File: src/rtl/pwm_multichan_pkg.sv
// Shared defaults, address map constant and per-channel config record for pwm_multichan.
package pwm_multichan_pkg;

    localparam int unsigned NCH_DEF     = 4;
    localparam int unsigned CW_DEF      = 8;
    localparam int unsigned DT_DEF      = 2;
    localparam int unsigned CW_MAX      = 16;
    localparam int unsigned ADDR_PERIOD = NCH_DEF;

    // Duty fields are sized for the widest supported counter; narrower builds zero-extend.
    typedef struct packed {
        logic [CW_MAX-1:0] duty_sh;
        logic [CW_MAX-1:0] duty_act;
    } chan_cfg_t;

endpackage

File: src/rtl/pwm_multichan_if.sv
// Configuration write port: valid/ready handshake plus error pulse.
interface pwm_multichan_if #(
    parameter int unsigned NCH = pwm_multichan_pkg::NCH_DEF,
    parameter int unsigned CW  = pwm_multichan_pkg::CW_DEF
);
    localparam int unsigned AW = $clog2(NCH + 1);

    logic          cfg_valid;
    logic          cfg_ready;
    logic [AW-1:0] cfg_addr;
    logic [CW-1:0] cfg_data;
    logic          cfg_err;

    modport master (
        output cfg_valid, cfg_addr, cfg_data,
        input  cfg_ready, cfg_err
    );

    modport slave (
        input  cfg_valid, cfg_addr, cfg_data,
        output cfg_ready, cfg_err
    );

endinterface

File: src/rtl/pwm_multichan_deadtime.sv
// Per-channel dead-time insertion: each output rises only after its source has been
// high for DT consecutive samples and drops in the cycle its source drops.
module pwm_deadtime #(
    parameter int unsigned DT = pwm_multichan_pkg::DT_DEF
) (
    input  logic clk,
    input  logic rst_n,
    input  logic raw,
    input  logic en,
    output logic pwm,
    output logic pwm_n
);

    localparam int unsigned    DW   = (DT > 0) ? $clog2(DT + 1) : 1;
    localparam logic [DW-1:0]  DT_V = DW'(DT);

    logic [DW-1:0] run_hi;
    logic [DW-1:0] run_lo;
    logic          src_lo_c;

    // Low-side source is the raw compare inverted, only while running.
    assign src_lo_c = en && !raw;

    // Saturating run-length counters and registered gated outputs.
    always_ff @(posedge clk) begin
        if (!rst_n) begin
            run_hi <= '0;
            run_lo <= '0;
            pwm    <= 1'b0;
            pwm_n  <= 1'b0;
        end else begin
            pwm    <= raw && (run_hi == DT_V);
            pwm_n  <= src_lo_c && (run_lo == DT_V);
            run_hi <= raw ? ((run_hi == DT_V) ? run_hi : run_hi + DW'(1)) : '0;
            run_lo <= src_lo_c ? ((run_lo == DT_V) ? run_lo : run_lo + DW'(1)) : '0;
        end
    end

endmodule

File: src/rtl/pwm_multichan.sv
// Multi-channel PWM with shadowed duty/period registers, period-boundary reload,
// complementary outputs with dead-time, and a period-start sync pulse.
module pwm_multichan
    import pwm_multichan_pkg::*;
#(
    parameter int unsigned NCH = NCH_DEF,
    parameter int unsigned CW  = CW_DEF,
    parameter int unsigned DT  = DT_DEF
) (
    input  logic                  clk,
    input  logic                  rst_n,
    input  logic                  en,
    pwm_multichan_if.slave        cfg,
    output logic [NCH-1:0]        pwm_o,
    output logic [NCH-1:0]        pwm_n_o,
    output logic                  sync_o
);

    localparam int unsigned   AW       = $clog2(NCH + 1);
    localparam logic [AW-1:0] ADDR_PER = AW'(NCH);

    logic [CW-1:0]     cnt;
    logic [CW-1:0]     per_sh;
    logic [CW-1:0]     per_act;
    logic [CW-1:0]     per_sh_nxt;
    chan_cfg_t         chan        [NCH];
    logic [CW_MAX-1:0] duty_sh_nxt [NCH];
    logic [NCH-1:0]    raw_c;
    logic              reload_c;
    logic              ready_c;
    logic              wr_c;
    logic              err_c;
    logic              err_q;

    // Reload happens on the last count of a running period; writes are blocked then.
    assign reload_c      = en && (cnt == per_act);
    assign ready_c       = rst_n && !reload_c;
    assign wr_c          = cfg.cfg_valid && ready_c;
    assign err_c         = wr_c && (cfg.cfg_addr > ADDR_PER);
    assign cfg.cfg_ready = ready_c;
    assign cfg.cfg_err   = err_q;

    // Shadow values after applying this cycle's accepted write.
    always_comb begin
        per_sh_nxt = per_sh;
        for (int i = 0; i < NCH; i++) begin
            duty_sh_nxt[i] = chan[i].duty_sh;
        end
        if (wr_c) begin
            if (cfg.cfg_addr == ADDR_PER) begin
                per_sh_nxt = cfg.cfg_data;
            end
            for (int i = 0; i < NCH; i++) begin
                if (cfg.cfg_addr == AW'(i)) begin
                    duty_sh_nxt[i] = CW_MAX'(cfg.cfg_data);
                end
            end
        end
    end

    // Raw compare; a duty above the period keeps the channel high since cnt never reaches it.
    always_comb begin
        raw_c = '0;
        for (int i = 0; i < NCH; i++) begin
            raw_c[i] = en && (CW_MAX'(cnt) < chan[i].duty_act);
        end
    end

    // Shadow/active registers: actives track shadows while stopped, reload at period end.
    always_ff @(posedge clk) begin
        if (!rst_n) begin
            per_sh  <= '1;
            per_act <= '1;
            for (int i = 0; i < NCH; i++) begin
                chan[i] <= '{duty_sh: '0, duty_act: '0};
            end
        end else begin
            per_sh <= per_sh_nxt;
            if (!en || reload_c) begin
                per_act <= per_sh_nxt;
            end
            for (int i = 0; i < NCH; i++) begin
                chan[i].duty_sh <= duty_sh_nxt[i];
                if (!en || reload_c) begin
                    chan[i].duty_act <= duty_sh_nxt[i];
                end
            end
        end
    end

    // Period counter, parked at zero while disabled.
    always_ff @(posedge clk) begin
        if (!rst_n || !en) begin
            cnt <= '0;
        end else if (cnt == per_act) begin
            cnt <= '0;
        end else begin
            cnt <= cnt + CW'(1);
        end
    end

    // Registered sync and config error pulses.
    always_ff @(posedge clk) begin
        if (!rst_n) begin
            sync_o <= 1'b0;
            err_q  <= 1'b0;
        end else begin
            sync_o <= en && (cnt == '0);
            err_q  <= err_c;
        end
    end

    // One dead-time stage per channel.
    for (genvar g = 0; g < NCH; g++) begin : g_ch
        pwm_deadtime #(.DT(DT)) u_dt (
            .clk   (clk),
            .rst_n (rst_n),
            .raw   (raw_c[g]),
            .en    (en),
            .pwm   (pwm_o[g]),
            .pwm_n (pwm_n_o[g])
        );
    end

endmodule

File: src/flat_wrapper.sv
// flat-port wrapper written by rule: the top's interface ports become plain ports
module pwm_multichan_flat import pwm_multichan_pkg::*;
#(
    parameter int unsigned NCH = NCH_DEF,
    parameter int unsigned CW  = CW_DEF,
    parameter int unsigned DT  = DT_DEF
)
  (clk, rst_n, en, pwm_o, pwm_n_o, sync_o, cfg_cfg_valid, cfg_cfg_addr, cfg_cfg_data, cfg_cfg_ready, cfg_cfg_err);
  pwm_multichan_if #(.NCH(NCH), .CW(CW)) cfg_i ();
  input  logic clk;
  input  logic rst_n;
  input  logic en;
  output logic [NCH-1:0] pwm_o;
  output logic [NCH-1:0] pwm_n_o;
  output logic sync_o;
  input wire logic [$bits(cfg_i.cfg_valid)-1:0] cfg_cfg_valid;
  input wire logic [$bits(cfg_i.cfg_addr)-1:0] cfg_cfg_addr;
  input wire logic [$bits(cfg_i.cfg_data)-1:0] cfg_cfg_data;
  output wire logic [$bits(cfg_i.cfg_ready)-1:0] cfg_cfg_ready;
  output wire logic [$bits(cfg_i.cfg_err)-1:0] cfg_cfg_err;
  assign cfg_i.cfg_valid = cfg_cfg_valid;
  assign cfg_i.cfg_addr = cfg_cfg_addr;
  assign cfg_i.cfg_data = cfg_cfg_data;
  assign cfg_cfg_ready = cfg_i.cfg_ready;
  assign cfg_cfg_err = cfg_i.cfg_err;
  pwm_multichan #(.NCH(NCH), .CW(CW), .DT(DT)) u_core (.clk(clk), .rst_n(rst_n), .en(en), .cfg(cfg_i), .pwm_o(pwm_o), .pwm_n_o(pwm_n_o), .sync_o(sync_o));
endmodule
File: config.mk
export PLATFORM = sky130hd
export DESIGN_NAME = pwm_multichan_flat
export DESIGN_NICKNAME = d
export VERILOG_FILES = /design/src/rtl/pwm_multichan_pkg.sv /design/src/rtl/pwm_multichan_if.sv /design/src/rtl/pwm_multichan_deadtime.sv /design/src/rtl/pwm_multichan.sv /design/src/flat_wrapper.sv
export SDC_FILE = /design/constraint.sdc
export NUM_CORES = 1
export LEC_CHECK = 0
export ABC_AREA = 1
export ABC_CLOCK_PERIOD_IN_PS = 6600
export CORE_ASPECT_RATIO = 1.75
export CORE_MARGIN = 2
export CORE_UTILIZATION = 61
export DETAILED_ROUTE_END_ITERATION = 10
export HOLD_SLACK_MARGIN = 0.06
export PLACE_DENSITY = 0.78
export SETUP_SLACK_MARGIN = 0.5
export SLEW_MARGIN = 0
export SYNTH_ARGS = -nofsm -noshare
export SYNTH_HDL_FRONTEND = slang
export SYNTH_SLANG_ARGS = --single-unit
File: constraint.sdc
create_clock -name clk -period 6.6 [get_ports clk]
set_clock_uncertainty 0.2 [all_clocks]
set_input_delay 1.98 -clock clk [delete_from_list [all_inputs] [get_ports clk]]
set_output_delay 1.98 -clock clk [all_outputs]
set_load 0.005 [all_outputs]
==> key figures <==
Power
  – Power Density: 262 nW/um2
  – VDD IR max: 0.206 mV
  – Pleak: 4.11 nW
  – Total power draw: 0.00232 W

Logic synthesis
  – Yosys top cell area share: 28.4%
  – Post-Synth Simple-Gate Area: 19.2%
  – Synth Area in Compound Gates: 9.85%
  – Yosys warnings: 0
  – Syn Inst Count: 953
  – Mux share of post-synthesis cell area: 0.997%
  – Post-synthesis sequential area ratio: 52.4%
  – Post-synth design cell area: 8030 um2
  – Synth Area in Adders: 5.92%
  – Largest family of logic cells by synthesized area: simple AND/OR/NAND/NOR gates
  – Syn nets: 1,006
  – Largest cells by area after synthesis: dfxtp_1 (28%), edfxtp_1 (24%), nand2_1 (9.5%), inv_1 (6.9%), ha_1 (5.9%)
  – Synth Area in XOR/XNOR: 1.31%
  – Dominant cell type by area after synthesis: dfxtp_1
  – Synthesized flop and latch total: 178
  – Netlist cell types: 33
  – Avg Inst Size Synth: 8.42 um2

Setup path
  – CP arrival: 3.27 ns
  – Crit path from: en
  – Setup Crit Path Kind: in2out
  – Worst EP required: 4.42 ns
  – Critical path capture point: cfg_cfg_ready
  – Reg-to-reg setup timing slack: 3.45 ns
  – Crit path launch type: primary input
  – Reg-to-Reg Start: u_core.cnt[2]$_SDFF_PP0_
  – Crit-path max FO: 10
  – Crit end category: output pin
  – RR Endpoint: u_core.chan[0][5]$_DFFE_PP_
  – Register-to-Register Path Depth: 9

Clock tree
  – CTS tree: built
  – Root buf cell: clkbuf_16
  – Max clock buf depth: 2
  – Clock transition at the registers of the reported paths: 0.07 ns
  – Htree depth: 4
  – Post-CTS sizing: 0
  – CTS Buf Count: 17
  – Worst-Skew Late Latency: 0.42 ns
  – Postcts setup bufs: 0
  – # hold bufs at CTS: 0
  – Clk sink count: 178

STA
  – Total Neg Setup Slack: 0 ns
  – RSZ-0062 raised after global routing: false
  – Worst-Margin Slew: 1.07 ns
  – Max transition margin: 28.1%
  – Final setup violating endpoints: 0
  – Final slew viol count: 0
  – Post-route setup slack: 1.15 ns
  – Final Hold Fails: 0
  – F_max: 0.183 GHz
  – Period Utilization, post-route: 82.6%
  – Tmin final: 5.45 ns

Placed design
  – Placed instance area: 8290 um2
  – Hpwl dp: 10.5 mm
  – Setup WS pre-CTS: 1.14 ns
  – Number of port buffers: 25
  – GPL Wtd Cong: 0.818

Detailed routing
  – Iteration-0 DRC count of the detailed router: 457
  – Wire per inst: 13.8 um
  – Drt pass-1 iters: 5
  – Post-Route WL: 15.8 mm
  – Post-DRT Antenna Nets: 0
  – Via/cell ratio: 5.31
  – DRC Markers: 0
  – Vias: 6,074

Global routing
  – Gr ovfl total: 0
  – Global-route wire length before repair: 26.9 mm
  – Largest net degree at the start of global routing: 72
  – Initial antenna violation count: 0
  – Tot GR Track Use: 24.1%
  – Vias in the first global route: 5,770

Cells and area
  – Most common cell after layout, fill and taps aside: nand2_1
  – Commonest cells after routing, fill and taps aside: nand2_1 (201), inv_1 (148), dfxtp_1 (114), a21oi_1 (78)
  – Cell area after layout: 8870 um2
  – Antenna cells: 0
  – Fillers: 1,060
  – Layout area overhead: 10.5%
  – Share of cells above drive strength 1: 5.55%
  – Fin nets: 1,013

Outcome
  – Outcome: completed

Die
  – Die ar.: 14,100 um2
  – Chip Height: 156 um
  – Row cnt: 55
  – I/O pins: 26
  – Core area: 12,900 um2
  – Initial Util: 62.4%
  – Die X: 90.7 um

Hold path
  – Hold WC Path Type: reg2reg
  – Hold Path Depth: 2

Flow run
  – Max_cap viols: 0
metal layers:
metal / vias up / global-route usage [%] / wire [um]
met3: 39 / 4.35 / 677
met1: 2786 / 26.0 / 6250
met5: - / 0 / 0
met2: 157 / 44.5 / 8280
met4: 0 / 12.2 / 602
li1: 3092 / - / -
critical path: stages:
cell and delay, ns:
clkdlybuf4s50_1 0.56, nand3_4 0.17, nand2_1 0.09, inv_1 0.04, clkdlybuf4s50_1 0.43
metrics by stage:
stage	cells	utilization [%]	hold slack, ns
6_report	1144	68.9	0.247
3_5_place_dp	1112	64.4	0.238
5_1_grt	1144	68.9	0.266
3_3_place_gp	1112	64.4	0.233
2_1_floorplan	953	-	0.222
4_1_cts	1144	68.9	0.248
Yosys cell counts (all sizes together):
library cell	n
a211oi	4
a21oi	78
and2	2
buf	25
clkbuf	18
clkinv	2
dfxtp	114
edfxtp	64
ha	38
inv	153
mux2i	8
nand2	204
nand3	48
nand4	13
nor2	73
nor3	10
nor3b	2
nor4	8
o21ai	74
or2	3
xnor2	3
xor2	9
sequential cells by signal, summed over array words and instances, names as in the netlist:
name,count
u_core.cnt,8
u_core.chan,128
u_core.g_ch.u_dt.run_lo,8
u_core.g_ch.u_dt.pwm_n,4
u_core.per_act,8
u_core.sync_o,1
u_core.g_ch.u_dt.run_hi,8
u_core.per_sh,8
u_core.g_ch.u_dt.pwm,4
u_core.cfg.cfg_err,1
cell type report:
cell class | instances | area, um2 | share of cell area [%]
multi-input cells | 577 | 3000 | 33.8
clock buffers | 17 | 425 | 4.80
flip-flops and latches | 178 | 4200 | 47.4
clock inverters | 15 | 155 | 1.75
well taps | 171 | 214 | 2.41
repair buffers | 31 | 290 | 3.27
inverters | 155 | 584 | 6.59
cells by family (layout without fill, tap and decap cells):
| logic type | count (synthesis) | count (layout) |
|---|---|---|
| and+or+nand+nor | 363 | 363 |
| buffers and inverters | 198 | 218 |
| DFF | 178 | 178 |
| AOI/OAI and AO/OA | 156 | 156 |
| adders and majority gates | 38 | 38 |
| xor gates and xnor gates | 12 | 12 |
| muxes | 8 | 8 |
how the worst min path moves through the flow:
stage,start,to,slack [ns]
finish,u_core.chan[0][63]$_DFF_P_,u_core.chan[0][63]$_DFF_P_,0.25
global route,u_core.chan[0][93]$_DFF_P_,u_core.chan[0][93]$_DFF_P_,0.27
CTS,u_core.chan[0][127]$_SDFF_PN0_,u_core.chan[0][127]$_SDFF_PN0_,0.25
detailed placement,u_core.chan[0][127]$_SDFF_PN0_,u_core.chan[0][127]$_SDFF_PN0_,0.24
global placement,u_core.chan[0][127]$_SDFF_PN0_,u_core.chan[0][127]$_SDFF_PN0_,0.23
floorplan,u_core.chan[0][127]$_SDFF_PN0_,u_core.chan[0][127]$_SDFF_PN0_,0.22
power by group:
part           total, W  internal [W]  switching (W)  leakage [nW]
sequential      0.00118       0.00117      0.0000135          1.64
combinational  0.000149     0.0000470       0.000102          2.19
clock          0.000992      0.000561       0.000431         0.282
total           0.00232       0.00177       0.000546          4.11
No activity file was read; power rests on OpenSTA's default activity.
